==> config.mk <==
export PLATFORM = sky130hd
export DESIGN_NAME = dspl_scan_drv_flat
export DESIGN_NICKNAME = d
export VERILOG_FILES = /design/src/rtl/dspl_scan_drv_if.sv /design/src/rtl/dspl_scan_drv.sv /design/src/flat_wrapper.sv
export SDC_FILE = /design/constraint.sdc
export NUM_CORES = 1
export LEC_CHECK = 0
export CAP_MARGIN = 20
export CORE_UTILIZATION = 40
export DETAILED_ROUTE_END_ITERATION = 10
export HOLD_SLACK_MARGIN = 0.12
export PLACE_DENSITY = 0.65
export SLEW_MARGIN = 10
export SYNTH_ARGS = -nofsm -noshare
export SYNTH_HDL_FRONTEND = slang
export SYNTH_SLANG_ARGS = --single-unit
==> constraint.sdc <==
create_clock -name clock -period 2.4 [get_ports clock]
set_clock_uncertainty 0.2 [all_clocks]
set_input_delay 0.48 -clock clock [delete_from_list [all_inputs] [get_ports clock]]
set_output_delay 0.48 -clock clock [all_outputs]
set_load 0.01 [all_outputs]
==> src/rtl/dspl_scan_drv_if.sv <==
// Digit/blink inputs and multiplexed 7-segment outputs of the
// stopwatch display scan driver.
interface dspl_scan_drv_if;
  logic [5:0] d1;
  logic [5:0] d2;
  logic [5:0] d3;
  logic [5:0] d4;
  logic [5:0] d5;
  logic [5:0] d6;
  logic [5:0] d7;
  logic [5:0] d8;
  logic [7:0] blink_mask;
  logic [7:0] an;
  logic [7:0] dec_cat;
  logic       frame_start;

  modport master (
    output d1, d2, d3, d4, d5, d6, d7, d8,
    output blink_mask,
    input  an, dec_cat, frame_start
  );

  modport slave (
    input  d1, d2, d3, d4, d5, d6, d7, d8,
    input  blink_mask,
    output an, dec_cat, frame_start
  );
endinterface

==> src/rtl/dspl_scan_drv.sv <==
// Eight-digit common-anode 7-segment scan driver with per-frame
// shadow latch, BCD decode, per-digit blanking and blink.
module dspl_scan_drv #(
  parameter int unsigned BASE_CLOCK   = 100_000_000,
  parameter int unsigned REFRESH_HZ   = 1000,
  parameter int unsigned BLINK_FRAMES = 250,
  parameter bit          SIMULATION   = 1'b0
) (
  input  logic            clock,
  input  logic            reset,
  dspl_scan_drv_if.slave  bus
);
  localparam int unsigned DIV =
    SIMULATION ? 4 : BASE_CLOCK / (8 * REFRESH_HZ);
  localparam int unsigned CW = $clog2(DIV);
  localparam int unsigned FW =
    (BLINK_FRAMES > 1) ? $clog2(BLINK_FRAMES) : 1;

  logic [CW-1:0]     cnt_q, cnt_d;
  logic [2:0]        idx_q, idx_d;
  logic [FW-1:0]     fcnt_q, fcnt_d;
  logic              phase_q, phase_d;
  logic [7:0][5:0]   shadow_q, shadow_d;
  logic [7:0]        mask_q, mask_d;
  logic [7:0]        an_q, an_d;
  logic [7:0]        cat_q, cat_d;
  logic              fs_q, fs_d;
  logic              tick;
  logic              latch;
  logic [5:0]        sel;
  logic              blank;
  logic [7:0]        seg;

  always_comb begin
    tick     = (cnt_q == CW'(DIV - 1));
    latch    = tick && (idx_q == 3'd7);
    cnt_d    = tick ? '0 : cnt_q + CW'(1);
    idx_d    = tick ? idx_q + 3'd1 : idx_q;
    shadow_d = shadow_q;
    mask_d   = mask_q;
    fcnt_d   = fcnt_q;
    phase_d  = phase_q;
    fs_d     = latch;
    if (latch) begin
      shadow_d = {bus.d8, bus.d7, bus.d6, bus.d5,
                  bus.d4, bus.d3, bus.d2, bus.d1};
      mask_d   = bus.blink_mask;
      if (fcnt_q == FW'(BLINK_FRAMES - 1)) begin
        fcnt_d  = '0;
        phase_d = ~phase_q;
      end else begin
        fcnt_d  = fcnt_q + FW'(1);
      end
    end

    sel   = shadow_q[idx_q];
    blank = !sel[5] || (mask_q[idx_q] && phase_q);
    // Table holds dp-off codes; bit 0 is replaced by the live dp.
    case (sel[4:1])
      4'd0:    seg = 8'h03;
      4'd1:    seg = 8'h9F;
      4'd2:    seg = 8'h25;
      4'd3:    seg = 8'h0D;
      4'd4:    seg = 8'h99;
      4'd5:    seg = 8'h49;
      4'd6:    seg = 8'h41;
      4'd7:    seg = 8'h1F;
      4'd8:    seg = 8'h01;
      4'd9:    seg = 8'h09;
      default: seg = 8'hFD;
    endcase
    an_d  = blank ? 8'hFF : ~(8'b1 << idx_q);
    cat_d = blank ? 8'hFF : {seg[7:1], ~sel[0]};
  end

  always_ff @(posedge clock or negedge reset) begin
    if (!reset) begin
      cnt_q    <= '0;
      idx_q    <= '0;
      fcnt_q   <= '0;
      phase_q  <= 1'b0;
      shadow_q <= '0;
      mask_q   <= '0;
      an_q     <= 8'hFF;
      cat_q    <= 8'hFF;
      fs_q     <= 1'b0;
    end else begin
      cnt_q    <= cnt_d;
      idx_q    <= idx_d;
      fcnt_q   <= fcnt_d;
      phase_q  <= phase_d;
      shadow_q <= shadow_d;
      mask_q   <= mask_d;
      an_q     <= an_d;
      cat_q    <= cat_d;
      fs_q     <= fs_d;
    end
  end

  assign bus.an          = an_q;
  assign bus.dec_cat     = cat_q;
  assign bus.frame_start = fs_q;
endmodule

==> src/flat_wrapper.sv <==
// flat-port wrapper written by rule: the top's interface ports become plain ports
module dspl_scan_drv_flat 
#(
  parameter int unsigned BASE_CLOCK   = 100_000_000,
  parameter int unsigned REFRESH_HZ   = 1000,
  parameter int unsigned BLINK_FRAMES = 250,
  parameter bit          SIMULATION   = 1'b0
)
  (clock, reset, bus_d1, bus_d2, bus_d3, bus_d4, bus_d5, bus_d6, bus_d7, bus_d8, bus_blink_mask, bus_an, bus_dec_cat, bus_frame_start);
  dspl_scan_drv_if bus_i ();
  input  logic clock;
  input  logic reset;
  input wire logic [$bits(bus_i.d1)-1:0] bus_d1;
  input wire logic [$bits(bus_i.d2)-1:0] bus_d2;
  input wire logic [$bits(bus_i.d3)-1:0] bus_d3;
  input wire logic [$bits(bus_i.d4)-1:0] bus_d4;
  input wire logic [$bits(bus_i.d5)-1:0] bus_d5;
  input wire logic [$bits(bus_i.d6)-1:0] bus_d6;
  input wire logic [$bits(bus_i.d7)-1:0] bus_d7;
  input wire logic [$bits(bus_i.d8)-1:0] bus_d8;
  input wire logic [$bits(bus_i.blink_mask)-1:0] bus_blink_mask;
  output wire logic [$bits(bus_i.an)-1:0] bus_an;
  output wire logic [$bits(bus_i.dec_cat)-1:0] bus_dec_cat;
  output wire logic [$bits(bus_i.frame_start)-1:0] bus_frame_start;
  assign bus_i.d1 = bus_d1;
  assign bus_i.d2 = bus_d2;
  assign bus_i.d3 = bus_d3;
  assign bus_i.d4 = bus_d4;
  assign bus_i.d5 = bus_d5;
  assign bus_i.d6 = bus_d6;
  assign bus_i.d7 = bus_d7;
  assign bus_i.d8 = bus_d8;
  assign bus_i.blink_mask = bus_blink_mask;
  assign bus_an = bus_i.an;
  assign bus_dec_cat = bus_i.dec_cat;
  assign bus_frame_start = bus_i.frame_start;
  dspl_scan_drv #(.BASE_CLOCK(BASE_CLOCK), .REFRESH_HZ(REFRESH_HZ), .BLINK_FRAMES(BLINK_FRAMES), .SIMULATION(SIMULATION)) u_core (.clock(clock), .reset(reset), .bus(bus_i));
endmodule
Word-level counts from Yosys, hierarchy flattened
Memory sizes are Yosys's and may differ from the RTL's.
Cells that the tools add are included.
{ "word_totals": {"regBits": 99, "rom_bits": 112, "in_bits": 58, "output_inout_bits": 17, "word_cells": 41, "n_memories": 1} }
{ "memory_table": {"columns": ["memory", "words", "word_bits", "read_ports", "rd_clocked_by_memory_dff", "wr", "line_no", "source"], "rows": [
  ["(no name shown)", 16, 7, 1, 0, 0, "dspl_scan_drv.sv:59", "case (sel[4:1])"]
]} }
{ "op_classes": {"addsub": 3, "n_lt_le_gt_ge": 1, "n_eq_ne": 3, "n_shift": 1, "mux": 8, "bitwise": 3, "reduce_logical": 5} }
{ "ops": {"columns": ["operator", "count"], "rows": [
  ["$mux W8", 3],
  ["$bmux W6 S3", 1],
  ["$add A14 B1 Y14 const B", 1],
  ["$eq A14 B14 Y1 const B", 1],
  ["$mux W14", 1],
  ["$add A8 B1 Y8 const B", 1],
  ["$eq A8 B8 Y1 const B", 1],
  ["$not A8 Y8", 1],
  ["$shl A1 B3 Y8 const A", 1],
  ["$mux W6", 1],
  ["$lt A3 B4 Y1 const B", 1],
  ["$add A3 B1 Y3 const B", 1],
  ["$bmux W1 S3", 1],
  ["$eq A3 B3 Y1 const B", 1],
  ["$logic_and A1 B1 Y1", 2],
  ["$not A1 Y1", 2],
  ["$reduce_and A2 Y1", 1],
  ["$logic_not A1 Y1", 1],
  ["$logic_or A1 B1 Y1", 1],
  ["$mux W1", 1]
]} }

Logic depth before layout (Yosys ltp)
Gate-level depths: netlist of the first run.
{ "depth": {"word_depth": 5, "depth_mapped": 8} }

Worst setup path after synthesis of the first run
Ideal clock, no wire load.
{ "synth_path": {"path_type": "flip-flop to flip-flop", "start": "register u_core.idx_q[1]", "end": "register u_core.cat_q[2] (netlist: u_core.bus.dec_cat[2])", "setup_ns": 0.085, "arrival_time_ns": 2.159, "slack_ns": -0.044, "path_stages_with_launch": 8, "n_path_buf": 1, "path_cell_list": "dfrtp_1 > buf_2 > mux4_2 > mux2i_1 > inv_1 > ha_1 > o21ai_0 > a21oi_1"} }
{ "synth_between": {"elab_chain_cells": 5, "word_cells_on_any_way": 9, "classes_between": "mux: 5; reduce/logical: 3; memory: 1"} }
{ "synth_rtl": {"columns": ["element", "line_no", "source"], "rows": [
  ["start: declaration", "dspl_scan_drv.sv:20", "logic [2:0] idx_q, idx_d;"],
  ["start signal: assignment", "dspl_scan_drv.sv:89", "idx_q <= idx_d;"],
  ["branches (longest 4 deep; another with $mem_v2 Z16 W7)", null, null],
  ["$mux W8 *", "dspl_scan_drv.sv:73", "cat_d = blank ? 8'hFF : {seg[7:1], ~sel[0]};"],
  ["net u_core.cat_d[2]", "dspl_scan_drv.sv:26", "logic [7:0] cat_q, cat_d;"],
  ["end signal: assignment", "dspl_scan_drv.sv:95", "cat_q <= cat_d;"],
  ["end: declaration", "dspl_scan_drv.sv:26", null]
]} }
Mark *: on every way through the listed nets, which the timed path passes. The select of a mux whose other input is x is not followed.
A chain may end at the register's enable or synchronous reset.

Final worst setup path of the first run
{ "layout_path": {"start": "register u_core.cnt_q[0]", "end": "register u_core.fcnt_q[1]"} }
{ "layout_between": {"elab_chain_cells": 2} }
{ "layout_rtl": {"columns": ["element", "line_no", "source"], "rows": [
  ["start: declaration", "dspl_scan_drv.sv:19", "logic [CW-1:0] cnt_q, cnt_d;"],
  ["start signal: assignment", "dspl_scan_drv.sv:88", "cnt_q <= cnt_d;"],
  ["$eq A14 B14 Y1", "dspl_scan_drv.sv:35", "tick = (cnt_q == CW'(DIV - 1));"],
  ["$logic_and A1 B1 Y1", "dspl_scan_drv.sv:36", "latch = tick && (idx_q == 3'd7);"],
  ["end signal: assignment", "dspl_scan_drv.sv:90", "fcnt_q <= fcnt_d;"],
  ["end: declaration", "dspl_scan_drv.sv:21", "logic [FW-1:0] fcnt_q, fcnt_d;"]
]} }
No other way between the ends.

==> impl_results.md, run 1 <==
- First DRT Iteration DRCs: 138
- Synth warnings: 0
- Clock slew at reported path FFs: 60 ps
- Hold depth: 2
- CTS max path bufs: 2
- Initial Utilization: 0.413
- Max-slew headroom: 0.684
- CTS tree: yes
- CP Max Fanout: 5
- Syn Area/Cell: 10.1 um^2
- First-pass GRT wire length: 16200 um
- Routed vias/inst: 4.79
- Post-Syn Nets: 521
- Crit. End Element: flip-flop
- Initial antenna violation count: 0
- Largest net degree at the start of global routing: 46
- Detail Route Antenna Nets: 0
- Top-level I/O count: 75
- Register Area: 2500 um^2
- Cells after Synth: 447
- Reg2reg setup slack: 120 ps
- Crit-path cells: ha_1, or4bb_4, nor4_4, nand2_2, buf_4, or3_1, o21ai_1
- RSZ-0062 raised after global routing: true
- H-Tree Depth: 3
- Post-layout min period: 2280 ps
- Max Cap Viol: 0
- Worst Path Arrival: 2350 ps
- DRC viols: 0
- Tcrit/Tclk final: 0.948
- Count of state elements after synthesis: 99
- Cell count of the worst reg-to-reg path: 7
- Vias in the first global route: 3359
- Sink Count: 99
- DIE HEIGHT: 108 um
- Critical path's largest stage delay: 470 ps
- Sequential fraction of the synthesis area: 0.553
- VDD IR max: 292 uV
- Nets: 616
- FP Rows: 38
- Non-Filler Instances: 687
- Core area: 10900 um^2
- Total GRT Usage: 0.184
- P_int: 2490 uW
- Worst EP required: 2470 ps
- Final setup viols: 0
- Ant diodes: 0
- Seq pwr share: 0.531
- Net switching power: 654 uW
- Leak: 0.00249 uW
- Total congestion overflow: 0
- Worst setup margin: 124 ps
- Worst-margin pin slew: 474 ps
- Slowest CP cell: or4bb_4
- Worst hold path class: flip-flop to flip-flop
- Combinational Power Share: 0.043
- CTS Buf Count: 9
- Pre-CTS worst setup slack: 70.5 ps
- Netlist cell types: 40
- I/O Buffers: 74
- Multi-input gate area: 1900 um^2
- Routed wire length per instance: 13.8 um
- Layout cell share with drive strength beyond 1: 0.141
- Critical path buffers and inverters: 1
- CP Class: flip-flop to flip-flop
- Clock Latency Late Sink: 340 ps
- Synthesized cell area: 4510 um^2
- Critical path depth in cells: 7
- Final Hold Fails: 0
- Root Driver: clkbuf_16
- Die X: 108 um
- Slew Limit Fails: 0
- Layout area overhead: 30.4%
- FMAX: 439 MHz
- Top delay family on crit path: simple AND/OR/NAND/NOR gates
- Routability Congestion: 0.808
- Status: finished clean
- Vias: 3291
- Die area: 11700 um^2
- Pwr/cell area: 534 nW/um^2
- Clock power share: 0.426
- DRT Pass-1 Iters: 4
- Final HPWL DP: 6870 um
- Crit path launch type: flip-flop
- Switching share of power: 0.208
- Fillcell total: 993
- WL final: 9510 um
- Placed insts: 666
==> final timing paths <==
kind	endpoint	from
min reg2reg	u_core.shadow_q[18]$_DFFE_PN0P_	u_core.shadow_q[18]$_DFFE_PN0P_
max in group asynchronous	u_core.bus.dec_cat[1]$_DFF_PN1_	reset
min in group asynchronous	u_core.shadow_q[12]$_DFFE_PN0P_	reset
max	u_core.fcnt_q[1]$_DFFE_PN0P_	u_core.cnt_q[0]$_DFF_PN0_
min	u_core.shadow_q[18]$_DFFE_PN0P_	u_core.shadow_q[18]$_DFFE_PN0P_
max reg2reg	u_core.fcnt_q[1]$_DFFE_PN0P_	u_core.cnt_q[0]$_DFF_PN0_
==> area by class of cell <==
cell class,count,area share
inverter,12,0.00808
timing repair buffer,100,0.168
clock buffer,13,0.0425
clock inverter,3,0.00404
multi-input combinational,320,0.323
sequential,99,0.424
tap,140,0.0298
==> cell usage in the layout, fill, tap and decap left out, types with 4 or more instances in the layout <==
master / instances
a21boi_0: 4
a21oi_1: 6
and2_1: 5
buf_4: 22
clkbuf_16: 10
clkdlybuf4s50_1: 73
dfrtp_1: 83
dfstp_2: 16
ha_1: 16
inv_1: 10
mux4_2: 13
nand2_1: 188
nand3_1: 12
nor2_1: 11
nor2b_1: 7
o21ai_1: 10
o31ai_1: 4
xnor2_1: 7
xor2_1: 7
==> flip-flops by register name, indices dropped and copies added (netlist names) <==
| name | count |
|---|---|
| u_core.shadow_q | 48 |
| u_core.cnt_q | 14 |
| u_core.bus.an | 8 |
| u_core.bus.dec_cat | 8 |
| u_core.fcnt_q | 8 |
| u_core.mask_q | 8 |
| u_core.idx_q | 3 |
| u_core.bus.frame_start | 1 |
| u_core.phase_q | 1 |
==> Yosys cell counts <==
library cell,n,area [um^2]
o31ai_2,1,12.5
a22oi_1,1,7.51
and2_1,5,31.3
o21ai_0,3,15.0
mux2_2,1,11.3
clkbuf_1,6,22.5
and3_1,3,18.8
o21ai_1,10,50.1
or3b_2,1,8.76
o31ai_1,4,30.0
nand4_1,2,12.5
buf_1,1,3.75
and4_1,1,8.76
ha_1,16,200
nor2_1,11,41.3
mux2i_2,1,13.8
xor2_1,7,61.3
inv_2,1,3.75
mux2i_1,4,40.0
nor2b_1,7,43.8
dfstp_2,16,420
nand3_1,12,60.1
nor4_4,1,21.3
or3_1,1,6.26
inv_1,10,37.5
nand2_2,1,6.26
buf_4,6,45.0
mux4_2,13,293
dfrtp_1,83,2080
nor3_1,3,15.0
or4b_1,1,10.0
nand2_1,188,706
a21oi_1,6,30.0
clkinv_1,1,3.75
a22o_1,1,8.76
a21boi_0,4,30.0
a31oi_1,3,18.8
xnor2_1,7,61.3
or4bb_1,1,11.3
buf_2,3,15.0
==> metrics by stage <==
step / setup TNS, ps / util / hold slack, ps / cell area (um^2) / total power, uW
final: 0 / 0.538 / 271 / 5890 / 3140
after CTS: 0 / 0.532 / 273 / 5820 / 3180
after global routing: -35.5 / 0.538 / 293 / 5890 / 3260
after detailed placement: 0 / 0.507 / 257 / 5540 / 1840
after floorplan: 0 / - / -15.6 / 4520 / 1700
after global placement: 0 / 0.507 / 254 / 5540 / 1840
==> power groups by stage <==
stage | sequential [uW] | clock (uW) | combinational (uW)
finish | 1670 | 1340 | 134
global route | 1670 | 1450 | 147
CTS | 1670 | 1370 | 138
detailed placement | 1700 | 0 | 136
global placement | 1700 | 0 | 137
floorplan | 1700 | 0 | 1.04
==> worst min-delay path: cells and delay by family (launching register included) <==
family        cells  cell delay (ps)
simple gates      2              100
flops             1              340
==> what timing repair did <==
item,in CTS,in global routing
resized for setup,0,3
hold buffers,1,0
endpoints found under the setup margin,0,57
setup buffers,0,3
endpoints found under the hold margin,29,0
==> metal layers <==
| metal | global-route usage | vias up | routed length, um |
|---|---|---|---|
| li1 | - | 1650 | - |
| met1 | 0.244 | 1559 | 4460 |
| met2 | 0.293 | 71 | 4530 |
| met3 | 0.0392 | 11 | 353 |
| met4 | 0.0724 | 0 | 169 |
| met5 | 0 | - | 0 |
==> cells by family (layout without fill, tap and decap cells) <==
family / after synthesis / after routing / synth area share
AO/OA/AOI/OAI: 33 / 33 / 0.0449
XOR/XNOR: 14 / 14 / 0.0272
adder cells (fa/ha/maj): 16 / 16 / 0.0444
buffers and inverters: 28 / 128 / 0.0291
flip-flops: 99 / 99 / 0.553
multiplexers: 19 / 19 / 0.0793
AND/OR/NAND/NOR: 238 / 238 / 0.222
(Power assumes the default switching activity.)
==> run 2: changes to the inputs <==
Settings changed: SETUP_SLACK_MARGIN set to 0.05.
==> run 2 against run 1 <==
Total power up 7.2%; first-iteration DRC count down 23%; global-route usage down 1.1 points; setup slack better by 25 ps; largest power group unchanged.
==> impl_results.md, run 2 (synthesized netlist as in run 1, its figures left out) <==
- Max reg flops: 48
- Die area: 11700 um^2
- Worst hold slack: 269 ps
- Crit path launch type: flip-flop
- Final HPWL DP: 6470 um
- Tcrit/Tclk final: 0.938
- DRT Pass-1 Iters: 4
- Vias: 3319
- VDD IR max: 367 uV
- CTS tree: yes
- DRC viols: 0
- Max-slew headroom: 0.644
- H-Tree Depth: 3
- Routed vias/inst: 4.89
- Total congestion overflow: 0
- Worst hold path class: flip-flop to flip-flop
- First DRT Iteration DRCs: 106
- Nets: 608
- Slowest CP cell: or4b_4
- Initial antenna violation count: 0
- Initial Utilization: 0.413
- RSZ-0062 raised after global routing: true
- Total GRT Usage: 0.173
- Worst Setup EP: u_core.fcnt_q[3]$_DFFE_PN0P_
- FMAX: 444 MHz
- DIE HEIGHT: 108 um
- Commonest non-fill, non-tap cell in the layout: nand2_1
- CTS max path bufs: 2
- Post-layout min period: 2250 ps
- Slew Limit Fails: 0
- Crit. End Element: flip-flop
- WL final: 9240 um
- Biggest regs: u_core.shadow_q (48), u_core.cnt_q (14)
- Setup TNS: 0 ps
- Crit-path cells: or4b_4, nor4_4, nand2_2, buf_4, o21ai_1, o31ai_2
- Worst-margin pin slew: 534 ps
- Ant diodes: 0
- Clock Latency Late Sink: 350 ps
- First-pass GRT wire length: 15500 um
- Reg2reg setup slack: 150 ps
- Final setup viols: 0
- Reg2reg end: u_core.fcnt_q[3]$_DFFE_PN0P_
- Worst EP required: 2430 ps
- Root Driver: clkbuf_16
- Placed insts: 660
- Worst min-delay path startpoint: u_core.shadow_q[29]$_DFFE_PN0P_
- Sink Count: 99
- Layout area overhead: 31.0%
- Pwr/cell area: 570 nW/um^2
- Cell count of the worst reg-to-reg path: 6
- Critical path's largest stage delay: 560 ps
- Non-Filler Instances: 679
- Max Cap Viol: 0
- Vias in the first global route: 3325
- Largest net degree at the start of global routing: 100
- Reg with most FFs: u_core.shadow_q
- Layout cell share with drive strength beyond 1: 0.137
- R2R Path Start: u_core.cnt_q[5]$_DFF_PN0_
- Critical path startpoint: u_core.cnt_q[5]$_DFF_PN0_
- Routability Congestion: 0.806
- Most frequent cells in the layout: nand2_1, dfrtp_1, clkdlybuf4s50_1, dfstp_2, ha_1
- CP Max Fanout: 19
- I/O Buffers: 74
- Leak: 0.00248 uW
- CTS Buf Count: 9
- CP Class: flip-flop to flip-flop
- Clock slew at reported path FFs: 70 ps
- Worst Path Arrival: 2280 ps
- Die X: 108 um
- Final Hold Fails: 0
- Detail Route Antenna Nets: 0
- Status: finished clean
- FP Rows: 38
- Core area: 10900 um^2
- Top-level I/O count: 75
- Routed wire length per instance: 13.6 um
==> run 2: final cells by class <==
cell class,instances,area (um^2)
sequential,99,2500
clock buffer,12,256
clock inverter,4,72.6
multi-input combinational,320,1910
inverter,12,47.5
tap,140,175
fill,986,5020
timing repair buffer,92,947
==> run 2: critical path, delay by kind of cell, from the launching register on <==
kind                   cells  cell delay (ps)
AOI/OAI and AO/OA          2              250
and+or+nand+nor            3             1050
DFF                        1              400
buffers and inverters      1              230
==> run 2: power by group <==
| group | switching (uW) | internal [uW] |
|---|---|---|
| clock network | 603 | 969 |
| registers | 0 | 1670 |
| logic | 44.5 | 85.2 |
| total | 648 | 2720 |
==> run 2: through the flow <==
step	instance area, um^2	utilization	total power (uW)	setup WS [ps]
after floorplan	4520	-	1700	101
after global placement	5510	0.504	1830	121
after detailed placement	5510	0.504	1830	95.4
after CTS	5850	0.535	3400	63.8
after global routing	5910	0.541	3470	41.3
final	5910	0.541	3370	148
==> run 2: per-layer routing <==
layer  GRT usage  part of all wire  vias to the layer above
met1       0.229              0.47                     1600
met2       0.275              0.47                       74
met4      0.0783             0.019                        0
met3      0.0332             0.039                       14
met5           0                 0                        -
li1            -                 -                     1631
==> run 2: repair_timing <==
| action | in CTS | in global routing |
|---|---|---|
| endpoints found under the hold margin | 83 | 0 |
| buffers inserted | 0 | 1 |
| hold buffers | 1 | 0 |
| endpoints found under the setup margin | 0 | 66 |
| resized for setup | 0 | 7 |
==> run 2: worst min path at each step <==
| stage | to | slack [ps] | cells past startpoint |
|---|---|---|---|
| 3_3_place_gp | u_core.shadow_q[15]$_DFFE_PN0P_ | 250 | 2 |
| 6_report | u_core.shadow_q[29]$_DFFE_PN0P_ | 270 | 2 |
| 4_1_cts | u_core.shadow_q[25]$_DFFE_PN0P_ | 270 | 2 |
| 3_5_place_dp | u_core.shadow_q[25]$_DFFE_PN0P_ | 260 | 2 |
| 5_1_grt | u_core.shadow_q[25]$_DFFE_PN0P_ | 290 | 2 |
| 2_1_floorplan | u_core.bus.frame_start$_DFF_PN0_ | -20 | 0 |
==> run 3: changes to the inputs <==
Settings changed: PLACE_DENSITY 0.65 to unset.
Clock period 2.4 ns to 2.1 ns, I/O delays scaled along.
==> run 3 against run 2 <==
The run now ends with negative setup slack left; wire length up 22%; global-route usage up 2.9 points; core utilization up 10 points; first-iteration DRC count up 3.8%; hold slack better by 0.60 ps; total power up 7.7%; sequential share of layout area down 6.8 points; register-to-register slack worse by 250 ps; die area unchanged; sequential cell count unchanged; critical path depth up 3; critical endpoint is now u_core.shadow_q[1]$_DFFE_PN0P_; largest cell class is now multi-input combinational cells.
==> impl_results.md, run 3 (synthesized netlist as in run 1, its figures left out) <==
- Status: finished, violations left
- Violated checks: negative setup slack
- Crit. End Element: flip-flop
- Final core utilization: 0.644
- Routed vias/inst: 4.86
- Max reg flops: 48
- Switching share of power: 0.206
- Crit-path cells: ha_2, or4bb_4, nor4_4, nand2_4, inv_8, buf_6, clkbuf_16, nand2_2, nand2_1
- Worst-margin pin slew: 510 ps
- CTS tree: yes
- Core area: 10900 um^2
- WL final: 11200 um
- Max Cap Viol: 0
- Worst setup margin: -105 ps
- Ant diodes: 0
- Clock slew at reported path FFs: 70 ps
- Critical path buffers and inverters: 3
- Most frequent cells in the layout: nand2_1, dfrtp_1, clkdlybuf4s50_1, nand2_2, nand2_4
- Routed wire length per instance: 15.4 um
- Design area: 7050 um^2
- Die area: 11700 um^2
- Initial Utilization: 0.413
- First-pass GRT wire length: 17600 um
- Placed insts: 686
- I/O Buffers: 74
- Crit path launch type: flip-flop
- Critical path depth in cells: 9
- Net switching power: 749 uW
- Top-level I/O count: 75
- Clock Latency Late Sink: 340 ps
- Non-Filler Instances: 727
- Worst Setup EP: u_core.shadow_q[1]$_DFFE_PN0P_
- Root Driver: clkbuf_16
- R2R Path Start: u_core.cnt_q[1]$_DFF_PN0_
- Slowest CP cell: or4bb_4
- CP Max Fanout: 8
- Reg2reg end: u_core.shadow_q[1]$_DFFE_PN0P_
- Total GRT Usage: 0.202
- Initial antenna violation count: 0
- Leak: 0.00311 uW
- Nets: 656
- DRC viols: 0
- Max-slew headroom: 0.660
- Pre-CTS worst setup slack: -134 ps
- Layout cell share with drive strength beyond 1: 0.417
- Vias in the first global route: 3481
- Total congestion overflow: 0
- Sink Count: 99
- Largest net degree at the start of global routing: 42
- Post-DP Area: 5750 um^2
- Top delay family on crit path: simple AND/OR/NAND/NOR gates
- Reg2reg setup slack: -100 ps
- Biggest regs: u_core.shadow_q (48), u_core.cnt_q (14)
- Pwr/cell area: 515 nW/um^2
- H-Tree Depth: 3
- Slew Limit Fails: 0
- FP Rows: 38
- P_int: 2880 uW
- DIE HEIGHT: 108 um
- Worst EP required: 2180 ps
- Tcrit/Tclk final: 1.05
- Vias: 3536
- Final HPWL DP: 6970 um
- CTS max path bufs: 2
- Cell count of the worst reg-to-reg path: 9
- Post-layout min period: 2200 ps
- Detail Route Antenna Nets: 0
- Final Hold Fails: 0
- Reg with most FFs: u_core.shadow_q
- Setup TNS: -4130 ps
- Routability Congestion: 0.760
- DRT Pass-1 Iters: 4
- Commonest non-fill, non-tap cell in the layout: nand2_1
- Clock power share: 0.426
- VDD IR max: 308 uV
- Die X: 108 um
- Seq pwr share: 0.526
- Final setup viols: 71
- First DRT Iteration DRCs: 110
- Combinational Power Share: 0.049
- Layout area overhead: 56.1%
- RSZ-0062 raised after global routing: true
- Critical path startpoint: u_core.cnt_q[1]$_DFF_PN0_
- Critical path's largest stage delay: 470 ps
- Worst hold path class: flip-flop to flip-flop
- CTS Buf Count: 9
- FMAX: 454 MHz
- Worst Path Arrival: 2290 ps
- CP Class: flip-flop to flip-flop
[run 3: cell types whose count changed in the layout (fill, tap and decap cells not counted), sizes merged]
cell    before  now
clkinv       2    0
buf         17   63
clkbuf      13   19
bufinv       2    0
[run 3: repair_timing]
item | in CTS | in global routing
cloned | 6 | 3
hold buffers | 1 | 0
buffers inserted | 11 | 5
pin swaps | 39 | 86
gates resized for setup | 55 | 145
hold endpoints to repair | 24 | 0
endpoints found under the setup margin | 72 | 84
[run 3: worst register-to-register path, delay by kind of cell (launching register included)]
kind	cells	cell delay [ps]
adder cells (fa/ha/maj)	1	200
buffers and inverters	3	410
flip-flops	1	360
AND/OR/NAND/NOR	5	960
[run 3: per-layer routing]
| metal | vias up | wire [um] | global-route usage |
|---|---|---|---|
| met4 | 0 | 214 | 0.0616 |
| li1 | 1730 | - | - |
| met3 | 14 | 453 | 0.0434 |
| met5 | - | 0 | 0 |
| met2 | 68 | 5680 | 0.328 |
| met1 | 1724 | 4880 | 0.271 |
[run 3: layout make-up]
type / instances / area (um^2)
Multi-Input combinational cell: 320 / 2520
Fill cell: 871 / 3890
Tap cell: 140 / 175
Timing Repair Buffer: 140 / 1530
Clock buffer: 16 / 272
Inverter: 12 / 56.3
Sequential cell: 99 / 2500
[run 3: per-stage QoR]
step | power, uW | hold WS, ps
after global routing | 3770 | 294
final | 3630 | 270
after detailed placement | 2100 | 229
after global placement | 2100 | 225
after CTS | 3640 | 273
after floorplan | 1940 | -75.6
[run 3: worst min-delay path by stage]
stage	start	end	slack [ps]	cells after the start
3_5_place_dp	reset	u_core.shadow_q[39]$_DFFE_PN0P_	230	1
5_1_grt	u_core.fcnt_q[6]$_DFFE_PN0P_	u_core.fcnt_q[6]$_DFFE_PN0P_	290	1
3_3_place_gp	reset	u_core.shadow_q[3]$_DFFE_PN0P_	230	1
4_1_cts	u_core.mask_q[4]$_DFFE_PN0P_	u_core.mask_q[4]$_DFFE_PN0P_	270	2
6_report	u_core.mask_q[4]$_DFFE_PN0P_	u_core.mask_q[4]$_DFFE_PN0P_	270	2
2_1_floorplan	reset	u_core.bus.frame_start$_DFF_PN0_	-80	0
[run 3: power groups by stage]
stage / combinational, uW / clock (uW) / sequential, uW
6_report: 176 / 1550 / 1910
5_1_grt: 191 / 1670 / 1910
4_1_cts: 159 / 1570 / 1910
3_5_place_dp: 155 / 0 / 1940
3_3_place_gp: 154 / 0 / 1940
2_1_floorplan: 1.18 / 0 / 1940
==> patch 1: new RTL, flow settings as in run 2 <==
Compare `fcnt_q` against `FW'(BLINK_FRAMES - 1)` with >= in place of ==.
--- a/src/rtl/dspl_scan_drv.sv
+++ b/src/rtl/dspl_scan_drv.sv
@@ -47,3 +47,3 @@
       mask_d   = bus.blink_mask;
-      if (fcnt_q == FW'(BLINK_FRAMES - 1)) begin
+      if (fcnt_q >= FW'(BLINK_FRAMES - 1)) begin
         fcnt_d  = '0;
Formal check against the unedited RTL: no difference found for any inputs over 10 cycles, from zero or initial values and one cycle with reset low; that may be too few to reach the edited logic, so the function may still have changed.
==> patch 1 against run 2 <==
  * Largest cell class unchanged
  * Worst setup slack got worse by 0.039 ns
  * Final area increased by 1.4%
  * Sequential power about the same
  * Synthesized area up 0.67%
  * Sequential cell count unchanged
  * Via count rose by 2.7%
  * Power is 5.5% lower
  * Critical path depth is 2 higher
  * Largest power group unchanged
  * Wire length up 4.3%
  * Clock power is 12% lower
  * Die area increased by 0.65%
==> patch 1: results (changes against run 2) <==
- Post-synth top cells: nand2_1 (196), dfrtp_1 (83), ha_1 (17)
- Complex-gate fraction of the synthesized area: 0.0465 (+0.00163)
- Clk pwr share: 0.434 (-0.032)
- R2R depth: 8 (+2)
- Critical-path top delay cell: mux4_2
- Routed vias/inst: 4.88 (-0.20%)
- Layout clock buffer count: 10 (-2)
- FF-to-FF setup slack: 0.11 ns (-0.04 ns)
- Family with the most delay on the worst path: multiplexers
- Status: completed
- Post-synthesis adder-cell area fraction: 0.0468 (+0.00246)
- Met1 Routed Length: 4.31 mm (-0.39%)
- Post-DP HPWL: 6.90 mm (+6.7%)
- Invs w/o clock: 11 (-1)
- Buffering overhead: 0.172 (+0.0119)
- Non-clk bufs: 103 (+12%)
- Tightest Pin Transition: 0.440 ns (-0.0946 ns)
- Final net count: 629 (+3.5%)
- Multi-input combinational cell area: 1960 um^2 (+2.4%)
- Register area share after synthesis: 0.550 (-0.00366)
- Worst VDD drop: 453 uV (+24%)
- Multi-Input Combinational: 330 (+3.1%)
- Gpl congestion: 0.785 (-2.6%)
- Min-delay src: u_core.shadow_q[23]
- Synth Area in XOR/XNOR: 0.0251 (-0.00211)
- Critical Path End: u_core.bus.dec_cat[2]
- Switching power: 0.688 mW (+6.2%)
- First-pass GRT wire length: 16.3 mm (+5.4%)
- Largest net degree at the start of global routing: 54 (-46%)
- Top post-synthesis cells by area: dfrtp_1 (46%), nand2_1 (16%), dfstp_2 (9.3%)
- Clk cell area share: 0.0476 (-0.00809)
- Routed wire length: 9.64 mm (+4.3%)
- Layout cells sized above 1: 0.154 (+0.0166)
- Buffer count from post-CTS setup fixing: 3 (+3)
- Hold endpoint: u_core.shadow_q[23]
- R2r startpoint: u_core.idx_q[0]
- Routed via count: 3410 (+2.7%)
==> patch 1: changes by cell type after synthesis, moves of 2 or more <==
cell,run 2,this run
nand2_1,188,196
nand2b_1,0,2
nand3_1,12,10
nand3b_1,0,2
nor2_1,11,15
nor2b_1,7,2
o21ai_0,3,13
o21ai_1,10,4
o31ai_1,4,2
==> patch 1: per-stage QoR <==
step	area [um^2]	utilization	hold WS, ns	setup slack, ns
floorplan	4580	-	-0.0156	0.0574
global placement	5620	0.514	0.254	0.0729
detailed placement	5620	0.514	0.257	0.0357
CTS	5950	0.544	0.275	0.0275
global route	6000	0.548	0.289	0.0226
finish	6000	0.548	0.270	0.110
==> patch 1: routing by layer <==
| layer | GRT usage | vias to the layer above |
|---|---|---|
| met1 | 0.231 | 1651 |
| li1 | - | 1678 |
| met4 | 0.0473 | 0 |
| met3 | 0.0506 | 11 |
| met2 | 0.311 | 70 |
| met5 | 0 | - |
==> patch 2: new RTL, flow settings as in run 2 <==
Made on the original files. `BASE_CLOCK` is set to 100_000_000 in 2 places; all go to 50_000_000.
--- a/src/rtl/dspl_scan_drv.sv
+++ b/src/rtl/dspl_scan_drv.sv
@@ -3,3 +3,3 @@
 module dspl_scan_drv #(
-  parameter int unsigned BASE_CLOCK   = 100_000_000,
+  parameter int unsigned BASE_CLOCK   = 50_000_000,
   parameter int unsigned REFRESH_HZ   = 1000,
--- a/src/flat_wrapper.sv
+++ b/src/flat_wrapper.sv
@@ -3,3 +3,3 @@
 #(
-  parameter int unsigned BASE_CLOCK   = 100_000_000,
+  parameter int unsigned BASE_CLOCK   = 50_000_000,
   parameter int unsigned REFRESH_HZ   = 1000,
Check against the original RTL: no difference found for any inputs over 10 cycles, from zero or initial values and one cycle with reset low; that may be too few to reach the edited logic, so the function may still have changed.
==> patch 2 against run 2 <==
  * Synthesized area grew 0.30%
  * Wire length shrank 3.6%
  * Synthesized cell count shrank 26%
  * Worst setup slack lost 0.027 ns
  * Final area grew 0.34%
  * Sequential cell count shrank 1
  * Power shrank 1.0%
==> patch 2: results (changes against run 2) <==
- Leak: 2.70 nW (+8.6%)
- Flops & latches, synth: 98 (-1.0%)
- Layout cells sized above 1: 0.310 (+0.173)
- Worst VDD drop: 414 uV (+13%)
- Cell Area, Placed: 5520 um^2 (+0.16%)
- Top Registers: u_core.shadow_q: 48 flops, u_core.cnt_q: 13 flops
- Worst stage delay on the critical path: 0.54 ns (-0.02 ns)
- Buffering overhead: 0.166 (+0.00600)
- Slew HR: 0.675 (+0.0313)
- Syn_nets: 406 (-22%)
- Complex-gate fraction of the synthesized area: 0.0470 (+0.00207)
- Register area share after synthesis: 0.546 (-0.00721)
- Min-delay src: u_core.fcnt_q[7]
- Top post-synthesis cells by area: dfrtp_1 (45%), mux2_2 (14%), dfstp_2 (9.3%)
- Multi-input combinational cell area: 1920 um^2 (+0.52%)
- Crit path arrival time: 2.34 ns (+0.06 ns)
- Post-synthesis adder-cell area fraction: 0.0470 (+0.00263)
- Mux share of post-synthesis cell area: 0.228 (+0.149)
- Non-clk bufs: 95 (+3.3%)
- GRT Overall Usage: 0.164 (-0.00861)
- Worst slack, placed: 0.145 ns (+0.0495 ns)
- Cell Count, Final, Fillers Out: 569 (-16%)
- Final net count: 499 (-18%)
- Later-pin clock latency in the skew report: 0.33 ns (-0.02 ns)
- Final Util: 0.542 (+0.00183)
- Gpl congestion: 0.724 (-10%)
- Initial antenna violation count: 0 (unchanged)
- Status: completed
- Multi-Input Combinational: 208 (-35%)
- Routed wire length: 8.90 mm (-3.6%)
- Post-synth top cells: dfrtp_1 (82), mux2_2 (57), nand2_1 (23)
- Routed vias/inst: 5.02 (+2.6%)
- Largest net degree at the start of global routing: 50 (-50%)
- Register area: 2470 um^2 (-0.95%)
- Vias in the first global route: 2963 (-11%)
- Placed cells: 545 (-17%)
- Avg Inst Size Synth: 13.7 um^2 (+35%)
- Post-synth cell types: 44 (+10%)
- Layout fillers: 954 (-3.2%)
- Maximum fanout along the worst path: 6 (-13)
- Layout clock buffer count: 10 (-2)
- First-pass GRT wire length: 14.6 mm (-5.8%)
## patch 2: worst paths after layout
| kind | endpoint | slack, ns | cells past startpoint |
|---|---|---|---|
| max reg2reg | u_core.bus.dec_cat[4] | 0.12 | 6 |
| min reg2reg | u_core.fcnt_q[7] | 0.30 | 1 |
| min in group asynchronous | u_core.fcnt_q[0] | 0.36 | 2 |
| max in group asynchronous | u_core.bus.dec_cat[5] | 0.94 | 3 |
| min | u_core.fcnt_q[7] | 0.30 | 1 |
| max | u_core.bus.dec_cat[4] | 0.12 | 6 |
## patch 2: critical path, delay by kind of cell, from the launching register on
kind	cells	cell delay, ns
buffers and inverters	1	0.14
multiplexers	2	0.73
flip-flops	1	0.43
AND/OR/NAND/NOR	1	0.29
AO/OA/AOI/OAI	1	0.13
adder cells (fa/ha/maj)	1	0.27
## patch 2: per-layer routing
metal	global-route usage	wire [um]	up-vias
li1	-	-	1364
met1	0.223	4180	1419
met2	0.271	4350	62
met3	0.0253	278	9
met4	0.0521	92	0
met5	0	0	-
